File: src/rtl/i2c_cfg_pkg.sv
// Shared types and constants for the HDMI I2C configuration sequencer.
package i2c_cfg_pkg;

  // Sequencer states
  typedef enum logic [3:0] {
    PWRUP,
    LOAD,
    START,
    WAIT_BUSY,
    WAIT_DONE,
    CHECK,
    GAP,
    DONE,
    FAIL
  } state_t;

  localparam logic [7:0] DEFAULT_SLAVE_ADDR = 8'h72;

  // I2C_DATA layout: {addr, reg, val}
  localparam int unsigned DATA_W   = 24;
  localparam int unsigned ADDR_MSB = 23;
  localparam int unsigned ADDR_LSB = 16;
  localparam int unsigned REG_MSB  = 15;
  localparam int unsigned REG_LSB  = 8;
  localparam int unsigned VAL_MSB  = 7;
  localparam int unsigned VAL_LSB  = 0;

  // Shared cycle counter (power-up, gap and timeout never overlap)
  localparam int unsigned CNT_W = 20;

  // Saturating increment: the counter sticks at all-ones instead of wrapping
  function automatic logic [CNT_W-1:0] sat_inc(input logic [CNT_W-1:0] v);
    return (v == {CNT_W{1'b1}}) ? v : v + CNT_W'(1);
  endfunction

  // True on the last cycle of a lim-cycle interval that started with cnt = 0
  function automatic logic count_reached(input logic [CNT_W-1:0] cnt,
                                         input logic [CNT_W-1:0] lim);
    return ({1'b0, cnt} + (CNT_W+1)'(1)) >= {1'b0, lim};
  endfunction

endpackage

File: src/rtl/i2c_config_sequencer_if.sv
// Handshake/bus between the config sequencer and I2C_Controller.
interface i2c_config_sequencer_if;
  import i2c_cfg_pkg::*;

  logic [DATA_W-1:0] I2C_DATA;
  logic              GO;
  logic              I2C_END;
  logic              I2C_ACK;

  modport master (output I2C_DATA, output GO, input I2C_END, input I2C_ACK);
  modport slave  (input I2C_DATA, input GO, output I2C_END, output I2C_ACK);
endinterface

File: src/rtl/hdmi_config_rom.sv
// HDMI transmitter init table: {reg, val} per entry, zero beyond DEPTH.
module hdmi_config_rom #(
  parameter int unsigned DEPTH = 32
) (
  input  logic [7:0]  addr,
  output logic [15:0] data_c
);

  // Table lookup; out-of-range entries read as zero
  always_comb begin
    data_c = 16'h0000;
    if (32'(addr) < DEPTH) begin
      case (addr)
        8'd0:    data_c = 16'h9803;
        8'd1:    data_c = 16'h0100;
        8'd2:    data_c = 16'h0218;
        8'd3:    data_c = 16'h0300;
        8'd4:    data_c = 16'h1470;
        8'd5:    data_c = 16'h1520;
        8'd6:    data_c = 16'h1630;
        8'd7:    data_c = 16'h1846;
        8'd8:    data_c = 16'h4080;
        8'd9:    data_c = 16'h4110;
        8'd10:   data_c = 16'h49A8;
        8'd11:   data_c = 16'h5510;
        8'd12:   data_c = 16'h5608;
        8'd13:   data_c = 16'h96F6;
        8'd14:   data_c = 16'h7307;
        8'd15:   data_c = 16'h761F;
        8'd16:   data_c = 16'h9803;
        8'd17:   data_c = 16'h9902;
        8'd18:   data_c = 16'h9AE0;
        8'd19:   data_c = 16'h9C30;
        8'd20:   data_c = 16'h9D61;
        8'd21:   data_c = 16'hA2A4;
        8'd22:   data_c = 16'hA3A4;
        8'd23:   data_c = 16'hA504;
        8'd24:   data_c = 16'hAB40;
        8'd25:   data_c = 16'hAF16;
        8'd26:   data_c = 16'hBA60;
        8'd27:   data_c = 16'hD1FF;
        8'd28:   data_c = 16'hDE10;
        8'd29:   data_c = 16'hE460;
        8'd30:   data_c = 16'hFA7D;
        8'd31:   data_c = 16'h0A01;
        default: data_c = 16'h0000;
      endcase
    end
  end

endmodule

File: src/rtl/i2c_config_sequencer.sv
// Walks the HDMI init table through I2C_Controller with ACK check and retry.
// Optional: define HPD_RECONFIG_EN to re-run the table on a hot-plug rising edge.
module i2c_config_sequencer
  import i2c_cfg_pkg::*;
#(
  parameter logic [7:0]  SLAVE_ADDR     = DEFAULT_SLAVE_ADDR,
  parameter int unsigned LUT_SIZE       = 32,
  parameter int unsigned RETRY_MAX      = 3,
  parameter logic [19:0] POWERUP_CYCLES = 20'd1_000_000,
  parameter logic [15:0] GAP_CYCLES     = 16'd1000,
  parameter logic [19:0] TIMEOUT_CYCLES = 20'd500_000,
  localparam int unsigned IDX_W = (LUT_SIZE > 1) ? $clog2(LUT_SIZE) : 1
) (
  input  logic                   CLOCK,
  input  logic                   RESET,
  i2c_config_sequencer_if.master bus,
  input  logic                   HPD,
  output logic                   READY,
  output logic                   ERROR,
  output logic [IDX_W-1:0]       INDEX
);

  localparam int unsigned RETRY_W = (RETRY_MAX > 0) ? $clog2(RETRY_MAX + 1) : 1;

  state_t             state_q, state_d;
  logic [CNT_W-1:0]   cnt_q, cnt_d;
  logic [RETRY_W-1:0] retry_q, retry_d;
  logic [IDX_W-1:0]   index_q, index_d;
  logic               fail_q, fail_d;
  logic               go_q, go_d;
  logic [DATA_W-1:0]  data_q, data_d;
  logic               ready_q, ready_d;
  logic               error_q, error_d;
  logic [15:0]        rom_word_c;
  logic               hpd_rise_c;

  hdmi_config_rom #(.DEPTH(LUT_SIZE)) u_rom (
    .addr   (8'(index_q)),
    .data_c (rom_word_c)
  );

`ifdef HPD_RECONFIG_EN
  logic [2:0] hpd_sync_q;

  // Two-flop synchroniser plus one stage for edge detection
  always_ff @(posedge CLOCK or negedge RESET) begin
    if (!RESET) hpd_sync_q <= '0;
    else        hpd_sync_q <= {hpd_sync_q[1:0], HPD};
  end

  assign hpd_rise_c = hpd_sync_q[1] & ~hpd_sync_q[2];
`else
  logic hpd_unused;
  assign hpd_unused = HPD;
  assign hpd_rise_c = 1'b0;
`endif

  // State and datapath registers
  always_ff @(posedge CLOCK or negedge RESET) begin
    if (!RESET) begin
      state_q <= PWRUP;
      cnt_q   <= '0;
      retry_q <= '0;
      index_q <= '0;
      fail_q  <= 1'b0;
      go_q    <= 1'b0;
      data_q  <= '0;
      ready_q <= 1'b0;
      error_q <= 1'b0;
    end else begin
      state_q <= state_d;
      cnt_q   <= cnt_d;
      retry_q <= retry_d;
      index_q <= index_d;
      fail_q  <= fail_d;
      go_q    <= go_d;
      data_q  <= data_d;
      ready_q <= ready_d;
      error_q <= error_d;
    end
  end

  // Next-state and next-output logic
  always_comb begin
    state_d = state_q;
    cnt_d   = cnt_q;
    retry_d = retry_q;
    index_d = index_q;
    fail_d  = fail_q;
    go_d    = go_q;
    data_d  = data_q;
    ready_d = ready_q;
    error_d = error_q;

    case (state_q)
      PWRUP: begin
        if (count_reached(cnt_q, CNT_W'(POWERUP_CYCLES))) begin
          cnt_d   = '0;
          state_d = LOAD;
        end else begin
          cnt_d = sat_inc(cnt_q);
        end
      end

      LOAD: begin
        data_d[ADDR_MSB:ADDR_LSB] = SLAVE_ADDR;
        data_d[REG_MSB:REG_LSB]   = rom_word_c[15:8];
        data_d[VAL_MSB:VAL_LSB]   = rom_word_c[7:0];
        state_d                   = START;
      end

      START: begin
        go_d    = 1'b1;
        cnt_d   = '0;
        fail_d  = 1'b0;
        state_d = WAIT_BUSY;
      end

      // A stale END high does not count; the controller must go busy first
      WAIT_BUSY: begin
        if (!bus.I2C_END) begin
          cnt_d   = sat_inc(cnt_q);
          state_d = WAIT_DONE;
        end else if (count_reached(cnt_q, CNT_W'(TIMEOUT_CYCLES))) begin
          go_d    = 1'b0;
          fail_d  = 1'b1;
          state_d = CHECK;
        end else begin
          cnt_d = sat_inc(cnt_q);
        end
      end

      WAIT_DONE: begin
        if (bus.I2C_END) begin
          go_d    = 1'b0;
          fail_d  = bus.I2C_ACK;
          state_d = CHECK;
        end else if (count_reached(cnt_q, CNT_W'(TIMEOUT_CYCLES))) begin
          go_d    = 1'b0;
          fail_d  = 1'b1;
          state_d = CHECK;
        end else begin
          cnt_d = sat_inc(cnt_q);
        end
      end

      CHECK: begin
        cnt_d = '0;
        if (!fail_q) begin
          retry_d = '0;
          if (index_q == IDX_W'(LUT_SIZE - 1)) begin
            ready_d = 1'b1;
            state_d = DONE;
          end else begin
            index_d = index_q + IDX_W'(1);
            state_d = GAP;
          end
        end else if (retry_q < RETRY_W'(RETRY_MAX)) begin
          retry_d = retry_q + RETRY_W'(1);
          state_d = GAP;
        end else begin
          error_d = 1'b1;
          state_d = FAIL;
        end
      end

      GAP: begin
        go_d = 1'b0;
        if (count_reached(cnt_q, CNT_W'(GAP_CYCLES))) begin
          cnt_d   = '0;
          state_d = LOAD;
        end else begin
          cnt_d = sat_inc(cnt_q);
        end
      end

      DONE, FAIL: begin
        go_d = 1'b0;
        if (hpd_rise_c) begin
          ready_d = 1'b0;
          error_d = 1'b0;
          index_d = '0;
          retry_d = '0;
          cnt_d   = '0;
          state_d = GAP;
        end
      end

      default: begin
        go_d    = 1'b0;
        state_d = PWRUP;
      end
    endcase
  end

  assign bus.GO       = go_q;
  assign bus.I2C_DATA = data_q;
  assign READY        = ready_q;
  assign ERROR        = error_q;
  assign INDEX        = index_q;

endmodule
File: src/flat_wrapper.sv
// flat-port wrapper written by rule: the top's interface ports become plain ports
module i2c_config_sequencer_flat import i2c_cfg_pkg::*;
#(
  parameter logic [7:0]  SLAVE_ADDR     = DEFAULT_SLAVE_ADDR,
  parameter int unsigned LUT_SIZE       = 32,
  parameter int unsigned RETRY_MAX      = 3,
  parameter logic [19:0] POWERUP_CYCLES = 20'd1_000_000,
  parameter logic [15:0] GAP_CYCLES     = 16'd1000,
  parameter logic [19:0] TIMEOUT_CYCLES = 20'd500_000,
  localparam int unsigned IDX_W = (LUT_SIZE > 1) ? $clog2(LUT_SIZE) : 1
)
  (CLOCK, RESET, HPD, READY, ERROR, INDEX, bus_I2C_DATA, bus_GO, bus_I2C_END, bus_I2C_ACK);
  i2c_config_sequencer_if bus_i ();
  input  logic CLOCK;
  input  logic RESET;
  input  logic HPD;
  output logic READY;
  output logic ERROR;
  output logic [IDX_W-1:0] INDEX;
  output wire logic [$bits(bus_i.I2C_DATA)-1:0] bus_I2C_DATA;
  output wire logic [$bits(bus_i.GO)-1:0] bus_GO;
  input wire logic [$bits(bus_i.I2C_END)-1:0] bus_I2C_END;
  input wire logic [$bits(bus_i.I2C_ACK)-1:0] bus_I2C_ACK;
  assign bus_I2C_DATA = bus_i.I2C_DATA;
  assign bus_GO = bus_i.GO;
  assign bus_i.I2C_END = bus_I2C_END;
  assign bus_i.I2C_ACK = bus_I2C_ACK;
  i2c_config_sequencer #(.SLAVE_ADDR(SLAVE_ADDR), .LUT_SIZE(LUT_SIZE), .RETRY_MAX(RETRY_MAX), .POWERUP_CYCLES(POWERUP_CYCLES), .GAP_CYCLES(GAP_CYCLES), .TIMEOUT_CYCLES(TIMEOUT_CYCLES)) u_core (.CLOCK(CLOCK), .RESET(RESET), .bus(bus_i), .HPD(HPD), .READY(READY), .ERROR(ERROR), .INDEX(INDEX));
endmodule
File: config.mk
export PLATFORM = sky130hd
export DESIGN_NAME = i2c_config_sequencer_flat
export DESIGN_NICKNAME = d
export VERILOG_FILES = /design/src/rtl/i2c_cfg_pkg.sv /design/src/rtl/i2c_config_sequencer_if.sv /design/src/rtl/hdmi_config_rom.sv /design/src/rtl/i2c_config_sequencer.sv /design/src/flat_wrapper.sv
export SDC_FILE = /design/constraint.sdc
export NUM_CORES = 1
export LEC_CHECK = 0
export CORE_UTILIZATION = 54
export DETAILED_ROUTE_END_ITERATION = 10
export PLACE_DENSITY = 0.75
export SLEW_MARGIN = 40
export SYNTH_ARGS = -nofsm -noshare
export SYNTH_HDL_FRONTEND = slang
export SYNTH_SLANG_ARGS = --single-unit
File: constraint.sdc
create_clock -name CLOCK -period 4 [get_ports CLOCK]
set_input_delay 0.6 -clock CLOCK [delete_from_list [all_inputs] [get_ports CLOCK]]
set_output_delay 0.6 -clock CLOCK [all_outputs]
set_load 0.02 [all_outputs]
==> results of run 1 <==
-- worst max path at each step --
stage,start,to,slack (ns),depth (start not counted)
after CTS,u_core.cnt_q[0],u_core.cnt_q[16],0.54,9
after global routing,u_core.cnt_q[0],u_core.cnt_q[16],0.37,9
after detailed placement,u_core.cnt_q[0],u_core.cnt_q[16],0.56,9
after floorplan,u_core.cnt_q[0],u_core.cnt_q[12],1.07,10
final,u_core.cnt_q[0],u_core.cnt_q[16],0.54,9
after global placement,u_core.cnt_q[0],u_core.cnt_q[8],0.61,9
-- power groups by stage --
| stage | sequential [mW] | clock (mW) | combinational (mW) |
|---|---|---|---|
| detailed placement | 0.815 | 0 | 1.34 |
| global placement | 0.808 | 0 | 1.33 |
| CTS | 0.803 | 0.406 | 1.35 |
| finish | 0.804 | 0.393 | 1.36 |
| global route | 0.833 | 0.427 | 1.52 |
| floorplan | 0.826 | 0 | 0.936 |
-- logic make-up (layout without fill, tap and decap cells) --
| family | count (synthesis) | count (layout) | synth area share |
|---|---|---|---|
| AO/OA/AOI/OAI | 178 | 178 | 0.274 |
| adder cells (fa/ha/maj) | 16 | 16 | 0.0469 |
| flip-flops | 52 | 52 | 0.305 |
| other | 1 | 4 | 0.000879 |
| multiplexers | 9 | 9 | 0.0279 |
| AND/OR/NAND/NOR | 211 | 211 | 0.259 |
| XOR/XNOR | 7 | 7 | 0.0144 |
| buffers and inverters | 69 | 65 | 0.0722 |
-- sequential cells by signal (all words and copies together) (netlist names) --
signal,count
u_core.fail_q,1
u_core.READY,1
u_core.bus.I2C_DATA,17
u_core.state_q,4
u_core.INDEX,5
u_core.ERROR,1
u_core.cnt_q,20
u_core.bus.GO,1
u_core.retry_q,2
-- synthesized netlist by cell type (6+ instances only) --
| cell type | number |
|---|---|
| and2_1 | 8 |
| buf_4 | 9 |
| a22o_1 | 8 |
| nand4_1 | 9 |
| a21oi_1 | 30 |
| clkbuf_1 | 30 |
| buf_2 | 6 |
| ha_1 | 16 |
| nor2_1 | 43 |
| inv_1 | 19 |
| dfrtp_1 | 52 |
| a211oi_1 | 6 |
| nand2_1 | 76 |
| or3_1 | 6 |
| nor3_1 | 9 |
| o21ai_1 | 7 |
| o31ai_1 | 6 |
| nand3_1 | 10 |
| nor4_1 | 7 |
| o21ai_0 | 54 |
| a22oi_1 | 9 |
-- cell type report --
cell class                 count  area share
tap                          102      0.0275
clock inverter                 2     0.00834
timing repair buffer          37      0.0754
clock buffer                   6      0.0178
multi-input combinational    425       0.574
inverter                      20      0.0162
sequential                    52       0.280
-- per-stage QoR --
step           instances  setup WS [ns]  power (mW)  utilization
2_1_floorplan        546           1.07        1.76            -
3_3_place_gp         636          0.606        2.14        0.588
3_5_place_dp         636          0.563        2.15        0.588
4_1_cts              644          0.542        2.56        0.604
5_1_grt              644          0.366        2.78        0.605
6_report             644          0.539        2.56        0.605
-- critical path: stages, from the launching register on --
cell and delay [ns]:
dfrtp_1 0.50, ha_1 0.32, nand3_2 0.17, or4_1 0.52
and2_1 0.19, o311ai_1 0.50, o211ai_2 0.20, o211a_2 0.20
or3_1 0.50, a22o_1 0.25
-- metal layers --
layer / wire, um / GRT usage
met1: 5070 / 0.406
met2: 4720 / 0.396
met3: 652 / 0.0337
met4: 68 / 0.0648
met5: 0 / 0
==> results.yml, run 1 <==
die:
  rows: 32
  core_sq_mm: 0.00769
  start_util: 0.555
  ioPinCount: 37
  die_area_sq_mm: 0.00826
  fp.dieH_um: 90.9
  die_w_um: 90.9
power:
  pwr-share-seq: 0.314
  swShare: 0.459
  internal-power_mw: 1.38
  vdd_drop_max_mv: 0.453
  leakage_nw: 1.85
  power_density_mw_per_mm2: 550
  p_sw_mw: 1.17
  comb_power_share: 0.532
  pwr-share-clk: 0.154
yosys:
  synthFlopType: "dfrtp_1"
  synth_top_area_cell: "dfrtp_1"
  synth-seq-area-share: 0.305
  syn_area_sq_mm: 0.00427
  postSynthCellCount: 543
  ys_seq_elements: 52
  synthArstFlopShare: 1.00
  ys_types: 83
  syn_area_per_cell_sq_um: 7.86
  synth_area_leaders: "dfrtp_1, nand2_1, o21ai_0"
  yosys.area.top_type_share: 0.305
  yosysWarnings: 0
  synth-edff-count: 0
cts:
  root_buffer: "clkbuf_8"
  cts_buffers: 5
  postCtsHoldBufs: 0
  clock_latency_ns: 0.31
  cts.sinks: 52
  clk_pin_slew_worst_paths_ns: 0.10
  ctsResizeCount: 0
  cts_setup_buffers: 0
  cts_max_level: 2
  cts_tree: "done"
  clock_path_buffers: 2
grt:
  grt_pass1_vias: 3575
  grt_max_degree: 37
  grt_overflow_total: 0
  track_usage: 0.266
  antenna_found_initial: 0
  grt_pass1_wl_um: 17900
worst_setup_path:
  critPathRequiredTime_ns: 4.21
  r2r_slack_ns: 0.54
  worstSetupStartpointType: "flip-flop"
  rr_worst_depth: 9
  arrival_ns: 3.67
  end_kind: "flip-flop"
  worstSetupPathType: "flip-flop to flip-flop"
  r2r_start: "u_core.cnt_q[0]"
  cp_max_fo: 8
  r2r_end: "u_core.cnt_q[16]"
route:
  detail-route-antenna-nets: 0
  vias: 4052
  via_per_inst: 6.29
  drt_iter0_drc: 350
  drc_errors: 0
  wl_per_cell_um: 16.3
  wirelength_um: 10500
  drt_pass1_iterations: 7
sta:
  relSlewSlack: 0.567
  finalSetupViolations: 0
  setup-tns-final_ns: 0
  finClkSkew_ns: 0.00617
  min_period_over_period: 0.865
  finalHoldViolations: 0
  rsz0062_at_grt: "no"
  tightest_slew_ns: 0.645
  slew_violations: 0
  period_needed_ns: 3.46
  fin_hold_ws_ns: 0.273
  max_freq_ghz: 0.289
placement:
  dp_hpwl_um: 7510
  io_buffers: 31
  gp_congestion: 0.985
  placed_cell_area_sq_mm: 0.00452
layout:
  nets: 562
  most-common-layout-cells: "nand2_1, o21ai_0, dfrtp_1"
  multi_input_area_sq_mm: 0.00267
  fillers: 710
  drive_gt1_frac: 0.0793
  seq_area_sq_mm: 0.00130
  syn_to_final_growth_pct: 8.98
  n_antenna_cell: 0
  stdcell_area_sq_mm: 0.00465
  final_common_cell: "nand2_1"
outcome:
  outcome: "completed"
run:
  max_cap_viol_count: 0
hold_path:
  hp-class: "input port to async pin"
No activity file was read; power rests on OpenSTA's default activity.
==> run 2: changes to the inputs <==
HOLD_SLACK_MARGIN = 0.02   (was unset)
==> results of run 2 <==
The final DEF is identical to that of run 1; final timing and power are the same.
==> run 3: changes to the inputs <==
ABC_AREA = 1   (was unset)
==> run 3 against run 2 <==
Against the previous run: flip-flop and latch count unchanged; critical path depth up 3; worst setup slack improved by 0.58 ns; total power fell by 64%; die area is 0.75% higher; sequential share of layout area decreased by 0.61 points; cell count is 16% higher; area after synthesis up 0.76%; hold slack got worse by 0.061 ns; global-route usage rose by 1.5 points; via count rose by 4.4%; synthesized cell count is 14% higher; largest cell class unchanged; highest routed layer unchanged.
==> results.yml, run 3 <==
cts:
  ctsResizeCount: 0
  cts.sinks: 52
  cts_max_level: 2
  clk_pin_slew_worst_paths_ns: 0.11
  cts_buffers: 5
  cts_setup_buffers: 0
  root_buffer: "clkbuf_8"
  clock_path_buffers: 2
  postCtsHoldBufs: 0
  cts_tree: "done"
  clock_latency_ns: 0.32
yosys:
  ys_types: 47
  yosys.area.top_type_share: 0.303
  synth_area_leaders: "dfrtp_1, nand2_1, nor2_1"
  synth-edff-count: 0
  syn_area_per_cell_sq_um: 6.94
  synth-seq-area-share: 0.303
  yosysWarnings: 0
  synthFlopType: "dfrtp_1"
  synth_top_area_cell: "dfrtp_1"
  ys_seq_elements: 52
  yosys.cell_count.top_type: "nand2_1"
  synthArstFlopShare: 1.00
  syn_area_sq_mm: 0.00430
  postSynthCellCount: 619
  synthTopCellsByCount: "nand2_1, nor2_1, inv_1"
die:
  ioPinCount: 37
  die_area_sq_mm: 0.00832
  core_sq_mm: 0.00773
  die_w_um: 91.2
  fp.dieH_um: 91.2
  rows: 32
  start_util: 0.556
route:
  vias: 4229
  via_per_inst: 5.68
  wirelength_um: 11100
  wl_per_cell_um: 15.0
  drt_pass1_iterations: 5
  drc_errors: 0
  detail-route-antenna-nets: 0
  drt_iter0_drc: 226
sta:
  tightest_slew_ns: 0.614
  finalSetupViolations: 0
  finalHoldViolations: 0
  relSlewSlack: 0.589
  min_period_over_period: 0.720
  slew_violations: 0
  setup-tns-final_ns: 0
  finClkSkew_ns: 0.0118
  rsz0062_at_grt: "no"
  max_freq_ghz: 0.347
  period_needed_ns: 2.88
layout:
  stdcell_count: 744
  stdcell_area_sq_mm: 0.00474
  top_register: "u_core.cnt_q"
  most-common-layout-cells: "nand2_1, nor2_1, inv_1"
  n_antenna_cell: 0
  nets: 662
  final_common_cell: "nand2_1"
  largest_reg_flops: 20
  syn_to_final_growth_pct: 10.4
  drive_gt1_frac: 0.123
grt:
  grt_max_degree: 32
  grtUsageMet2: 0.491
  met1_usage: 0.352
  grt_overflow_total: 0
  antenna_found_initial: 0
  busiest_layer: "met2"
  use_met3: 0.0360
  track_usage: 0.281
  grt_pass1_wl_um: 18800
  grt_pass1_vias: 4075
worst_setup_path:
  cp_max_fo: 14
  crit_start: "u_core.cnt_q[0]"
  worst-path-buf-inv: 1
  r2r_slack_ns: 1.12
  cpLargestDelayFamily: "simple AND/OR/NAND/NOR gates"
  crit_path_max_incr_delay_ns: 0.53
  crit_chain: "ha_1 -> nand3_1 -> nor2_1 -> nand4_1 -> nand2_2 -> inv_1 -> nand2_1 -> nor2_2 -> nand3_2 -> nand2_4 -> a21oi_4 -> o21ai_0"
  crit_end: "u_core.cnt_q[2]"
  worstSetupStartpointType: "flip-flop"
  slowest_stage: "a21oi_4"
  critical_path_cell_count: 12
  worstSetupPathType: "flip-flop to flip-flop"
  critPathRequiredTime_ns: 4.18
  rr_worst_depth: 12
  r2r_end: "u_core.cnt_q[2]"
  end_kind: "flip-flop"
  r2r_start: "u_core.cnt_q[0]"
  arrival_ns: 3.06
run:
  max_cap_viol_count: 0
placement:
  dp_hpwl_um: 8270
  placed_cell_area_sq_mm: 0.00463
  io_buffers: 31
  gp_congestion: 0.957
  placed_cells: 736
power:
  power_uw: 929
  vdd_drop_max_mv: 0.134
  power_density_mw_per_mm2: 196
  leakage_nw: 2.37
outcome:
  outcome: "completed"
hold_path:
  hp-class: "input port to async pin"
==> run 3: cell count changes after synthesis, moves of 16 or more <==
| cell | previous run | this run |
|---|---|---|
| nand2_1 | 76 | 148 |
| inv_1 | 19 | 71 |
| nor2_1 | 43 | 76 |
| nand3_1 | 10 | 32 |
| clkbuf_1 | 30 | 11 |
| nand2_2 | 0 | 16 |
==> run 3: cell families (layout without fill, tap and decap cells) <==
logic type	after synthesis	after routing	synth area share
adder cells (fa/ha/maj)	16	16	0.0466
flip-flops	52	52	0.303
multiplexers	1	1	0.00262
XOR/XNOR	3	3	0.00611
buffers and inverters	101	121	0.101
AND/OR/NAND/NOR	333	333	0.378
AO/OA/AOI/OAI	112	112	0.162
other	1	4	0.000873
==> run 3: cell type report <==
class                      count  area [sq um]
clock buffer                   5          68.8
clock inverter                 3          46.3
fill                         744          2980
inverter                      79           297
multi-input combinational    469          2570
sequential                    52          1300
tap                          102           128
timing repair buffer          34           330
==> run 3: stage by stage <==
stage / setup WS, ns / hold slack [ns] / utilization
2_1_floorplan: 1.83 / 0.304 / -
3_3_place_gp: 1.26 / 0.447 / 0.599
3_5_place_dp: 1.19 / 0.462 / 0.599
4_1_cts: 1.17 / 0.368 / 0.614
5_1_grt: 0.958 / 0.239 / 0.614
6_report: 1.12 / 0.211 / 0.614
==> run 3: worst min-delay path by stage <==
stage	to	slack, ns	cells past startpoint
2_1_floorplan	u_core.ERROR	0.30	0
3_3_place_gp	u_core.ERROR	0.45	2
3_5_place_dp	u_core.ERROR	0.46	2
4_1_cts	u_core.cnt_q[13]	0.37	1
5_1_grt	u_core.cnt_q[13]	0.24	1
6_report	u_core.cnt_q[12]	0.21	1
==> run 3: report_power, final <==
group	switching [mW]	internal, mW	leakage, nW	total [mW]
registers	0	0.525	0.622	0.525
clock network	0.197	0.189	0.0548	0.386
logic	0.0151	0.00301	1.69	0.0181
total	0.212	0.717	2.37	0.929
==> run 3: per-layer routing <==
metal	up-vias	wire length [um]	share of wire
met3	27	510	0.046
li1	2057	-	-
met5	-	0	0
met2	140	5530	0.50
met4	0	287	0.026
met1	2005	4810	0.43
==> patch 1: new RTL, config.mk and constraints of run 2 <==
Encoding of `state_t`: now one-hot (9 bits for 9 states).
--- a/src/rtl/i2c_cfg_pkg.sv
+++ b/src/rtl/i2c_cfg_pkg.sv
@@ -2,16 +2,16 @@
 package i2c_cfg_pkg;
 
   // Sequencer states
-  typedef enum logic [3:0] {
-    PWRUP,
-    LOAD,
-    START,
-    WAIT_BUSY,
-    WAIT_DONE,
-    CHECK,
-    GAP,
-    DONE,
-    FAIL
+  typedef enum logic [8:0] {
+    PWRUP     = 9'b000000001,
+    LOAD      = 9'b000000010,
+    START     = 9'b000000100,
+    WAIT_BUSY = 9'b000001000,
+    WAIT_DONE = 9'b000010000,
+    CHECK     = 9'b000100000,
+    GAP       = 9'b001000000,
+    DONE      = 9'b010000000,
+    FAIL      = 9'b100000000
   } state_t;
 
   localparam logic [7:0] DEFAULT_SLAVE_ADDR = 8'h72;
Behaviour: same outputs for any inputs over 10 cycles, from zero or initial values and one cycle with RESET low; not proved beyond that.
==> patch 1 against run 2 <==
Sequential cell count is 5 higher; synthesized area is 1.1% higher; count of clock-buffer cells in the layout is 6 higher; wire length is 0.71% higher; cell area is 4.2% higher; via count is 0.74% higher; worst setup slack worse by 0.095 ns; first-iteration DRC count is 31% lower; highest routed layer unchanged.
Power is not compared: it rests on default switching activity, and its combinational part moved more than twofold at a synthesized area within 25%.
==> patch 1: results (changes against run 2) <==
| Metric | Value |
|---|---|
| Run status | finished clean |
| WHS | 0.237 ns (-0.0354 ns) |
| Placer congestion estimate | 0.948 (-3.7%) |
| Via count of the first global-routing pass | 3734 (+4.4%) |
| Worst slew pin tran | 0.782 ns (+0.136 ns) |
| Met2 Use GR | 43.5% (+3.9 points) |
| Met1 Use GR | 35.6% (-4.9 points) |
| Clock transition at path regs | 0.08 ns (-0.02 ns) |
| Synth area leaders | dfrtp_1 (32%), o21ai_0 (6.6%), nand2_1 (5.7%) |
| Reg2reg end | u_core.cnt_q[10]$_DFFE_PN0P_ |
| Routed Antenna Nets | 0 (unchanged) |
| Met3 usage | 5.95% (+2.6 points) |
| FF-to-FF path depth | 10 (+1) |
| TritonCTS Buffers | 9 (+4) |
| First-pass GRT wire length | 17.8 mm (-0.46%) |
| CP max stage cell | dfrtp_1 |
| H-tree depth | 3 (+1) |
| Dpl hpwl | 7.34 mm (-2.3%) |
| Sequential share of the synthesized area | 33.1% (+2.6 points) |
| 1st-iter DRT viols | 241 (-31%) |
| Avg WL per Cell | 16.1 µm (-1.1%) |
| Total track usage | 26.5% (-0.045 points) |
| Arrival time at the worst endpoint | 3.80 ns (+0.13 ns) |
| Final setup skew | 0.0168 ns (+0.0107 ns) |
| HP Class | primary input to asynchronous set/reset pin |
| Worst-Skew Late Latency | 0.36 ns (+0.05 ns) |
| Synth top cells by count | nand2_1 (65), o21ai_0 (57), dfrtp_1 (56) |
| CP Max Fanout | 19 (+11) |
| Layout cells sized above 1 | 8.84% (+0.91 points) |
| CP delay by family, top | compound AO/OA/AOI/OAI gates |
| Via/cell ratio | 6.22 (-1.1%) |
| R2R setup slack | 0.44 ns (-0.10 ns) |
| Psw | 0.271 mW |
| Layout net count | 567 (+0.89%) |
patch 1: routing by layer:
metal  up-vias  routed length, µm
li1       1994                  -
met1      1938               4900
met2       136               5010
met3        14                570
met4         0                108
met5         -                  0
patch 1: per-stage QoR:
| step | util, % | cells | setup slack (ns) | instance area, µm² |
|---|---|---|---|---|
| detailed placement | 59.7 | 640 | 0.520 | 4610 |
| global route | 62.7 | 656 | 0.181 | 4840 |
| CTS | 62.7 | 656 | 0.490 | 4840 |
| global placement | 59.6 | 640 | 0.498 | 4600 |
| finish | 62.7 | 656 | 0.443 | 4840 |
| floorplan | - | 540 | 0.951 | 4320 |
patch 1: area by class of cell:
class | count | area (µm²)
Tap cell | 102 | 128
Timing Repair Buffer | 39 | 365
Clock inverter | 4 | 75.1
Multi-Input combinational cell | 422 | 2620
Clock buffer | 12 | 155
Fill cell | 668 | 2890
Sequential cell | 57 | 1430
Inverter | 20 | 75.1
patch 1: cell families after synthesis:
group                    after synthesis  share of synthesized area (%)
buffers and inverters                 61                           6.67
XOR/XNOR                              13                           2.64
multiplexers                          11                           2.99
other                                  1                         0.0869
AO/OA/AOI/OAI                        174                           25.9
adder cells (fa/ha/maj)               13                           3.77
flip-flops                            57                           33.1
AND/OR/NAND/NOR                      207                           24.8
patch 1: worst min path at each step:
stage	start	depth (start not counted)	end
floorplan	RESET	0	u_core.ERROR$_DFFE_PN0P_
global placement	u_core.bus.I2C_DATA[15]$_DFFE_PN0P_	1	u_core.bus.I2C_DATA[15]$_DFFE_PN0P_
detailed placement	u_core.READY$_DFFE_PN0P_	1	u_core.READY$_DFFE_PN0P_
CTS	RESET	1	u_core.cnt_q[14]$_DFFE_PN0P_
global route	RESET	1	u_core.cnt_q[14]$_DFFE_PN0P_
finish	RESET	1	u_core.cnt_q[14]$_DFFE_PN0P_
==> patch 2: new RTL, settings of run 2 <==
Made on the original files. `CNT_W`: 20 -> 24.
--- a/src/rtl/i2c_cfg_pkg.sv
+++ b/src/rtl/i2c_cfg_pkg.sv
@@ -26,7 +26,7 @@
   localparam int unsigned VAL_LSB  = 0;
 
   // Shared cycle counter (power-up, gap and timeout never overlap)
-  localparam int unsigned CNT_W = 20;
+  localparam int unsigned CNT_W = 24;
 
   // Saturating increment: the counter sticks at all-ones instead of wrapping
   function automatic logic [CNT_W-1:0] sat_inc(input logic [CNT_W-1:0] v);
Behaviour: same outputs for any inputs over 10 cycles, from zero or initial values and one cycle with RESET low; that may be too few to reach the edited logic, so the function may still have changed.
==> patch 2 against run 2 <==
Synthesized area increased by 3.3%; count of clock-buffer cells in the layout decreased by 1; sequential cell count increased by 4; highest routed layer unchanged; cell area increased by 2.7%; wire length increased by 2.4%; combinational power increased by 27%; worst setup slack got worse by 0.26 ns; critical endpoint is now u_core.cnt_q[1]$_DFFE_PN0P_; cell count increased by 1.1%; total power increased by 14%.
==> patch 2: results (changes against run 2) <==
| Metric | Value |
|---|---|
| Worst-Skew Late Latency | 0.33 ns (+0.02 ns) |
| WHS | 0.225 ns (-0.0475 ns) |
| Synth top cells by count | nand2_1 (73), dfrtp_1 (56), o21ai_0 (56) |
| Drt first pass iters | 5 (-2) |
| Final setup skew | 0.0134 ns (+0.00723 ns) |
| Port Buf Inserts | 31 (unchanged) |
| Sequential share of the synthesized area | 31.8% (+1.3 points) |
| Worst r2r src | u_core.cnt_q[4]$_DFFE_PN0P_ |
| Largest stage delay, worst path | 0.68 ns (+0.16 ns) |
| Run status | finished clean |
| Largest net degree at the start of global routing | 38 (+2.7%) |
| Synth Area in XOR/XNOR | 2.39% (+0.95 points) |
| Layout cells sized above 1 | 9.11% (+1.2 points) |
| Compound-gate portion of the synthesized area | 28.6% (+1.2 points) |
| Arrival time at the worst endpoint | 3.98 ns (+0.31 ns) |
| R2R setup slack | 0.28 ns (-0.26 ns) |
| Maximum vdd drop | 0.436 mV (-3.7%) |
| Layout net count | 566 (+0.71%) |
| Mux cell area share after synthesis | 2.98% (+0.20 points) |
| Dpl hpwl | 7.62 mm (+1.5%) |
| Reg2reg end | u_core.cnt_q[1]$_DFFE_PN0P_ |
| First-pass GRT wire length | 18.1 mm (+1.5%) |
| 1st-iter DRT viols | 300 (-14%) |
| Total track usage | 26.4% (-0.20 points) |
| Post-synthesis cell type count | 80 (-3.6%) |
| Synth Area in Adders | 3.69% (-1.0 points) |
| Slew margin rel. | 48.8% (-8.0 points) |
| CP Max Fanout | 13 (+5) |
| Via/cell ratio | 6.35 (+0.88%) |
| Max reg flops | 24 (+20%) |
| WL final | 10.8 mm (+2.4%) |
==> patch 2: cell count changes after synthesis, moves of 4 or more <==
| cell | run 2 | this run |
|---|---|---|
| a22oi_1 | 9 | 2 |
| and2_1 | 8 | 2 |
| and3_1 | 4 | 10 |
| clkbuf_1 | 30 | 24 |
| o21ai_1 | 7 | 13 |
| nor4_1 | 7 | 2 |
| xnor2_1 | 5 | 10 |
| a32o_1 | 0 | 4 |
| and4_1 | 5 | 1 |
| dfrtp_1 | 52 | 56 |
| nand3_1 | 10 | 14 |
==> patch 2: worst max path at each step <==
| stage | startpoint | endpoint | slack, ns |
|---|---|---|---|
| 2_1_floorplan | u_core.cnt_q[0]$_DFFE_PN0P_ | u_core.cnt_q[18]$_DFFE_PN0P_ | 0.75 |
| 3_3_place_gp | u_core.cnt_q[4]$_DFFE_PN0P_ | u_core.cnt_q[2]$_DFFE_PN0P_ | 0.49 |
| 3_5_place_dp | u_core.cnt_q[4]$_DFFE_PN0P_ | u_core.cnt_q[4]$_DFFE_PN0P_ | 0.41 |
| 4_1_cts | u_core.cnt_q[4]$_DFFE_PN0P_ | u_core.cnt_q[1]$_DFFE_PN0P_ | 0.38 |
| 5_1_grt | u_core.cnt_q[4]$_DFFE_PN0P_ | u_core.cnt_q[9]$_DFFE_PN0P_ | 0.19 |
| 6_report | u_core.cnt_q[4]$_DFFE_PN0P_ | u_core.cnt_q[1]$_DFFE_PN0P_ | 0.28 |
==> patch 2: routing by layer <==
layer  vias to the layer above  track usage [%]  part of all wire [%]
li1                       1996                -                     -
met1                      1998             36.5                    46
met2                       128             42.9                    48
met3                        10             3.37                   5.1
met4                         0             8.07                   1.2
met5                         -                0                     0
==> patch 2: kinds of logic (layout without fill, tap and decap cells) <==
kind of cell             after synthesis  count (layout)
XOR/XNOR                              12              12
flip-flops                            56              56
multiplexers                           9               9
buffers and inverters                 69              71
AND/OR/NAND/NOR                      196             196
adder cells (fa/ha/maj)               13              13
other                                  1               4
AO/OA/AOI/OAI                        188             188
==> patch 2: metrics by stage <==
step / area (µm²) / setup WS, ns / cells
final: 4770 / 0.279 / 651
after global routing: 4770 / 0.193 / 651
after detailed placement: 4670 / 0.410 / 643
after floorplan: 4420 / 0.751 / 547
after CTS: 4770 / 0.376 / 651
after global placement: 4670 / 0.487 / 643
==> patch 2: cell type report <==
type	instances	area, µm²
inverter	21	78.8
clock buffer	5	68.8
clock inverter	3	26.3
tap	102	128
multi-input combinational	422	2680
timing repair buffer	42	390
fill	690	3040
sequential	56	1400
==> patch 2: report_power, final <==
part           internal (mW)  switching [mW]
registers              0.696           0.154
logic                  0.667            1.06
clock network          0.130           0.209
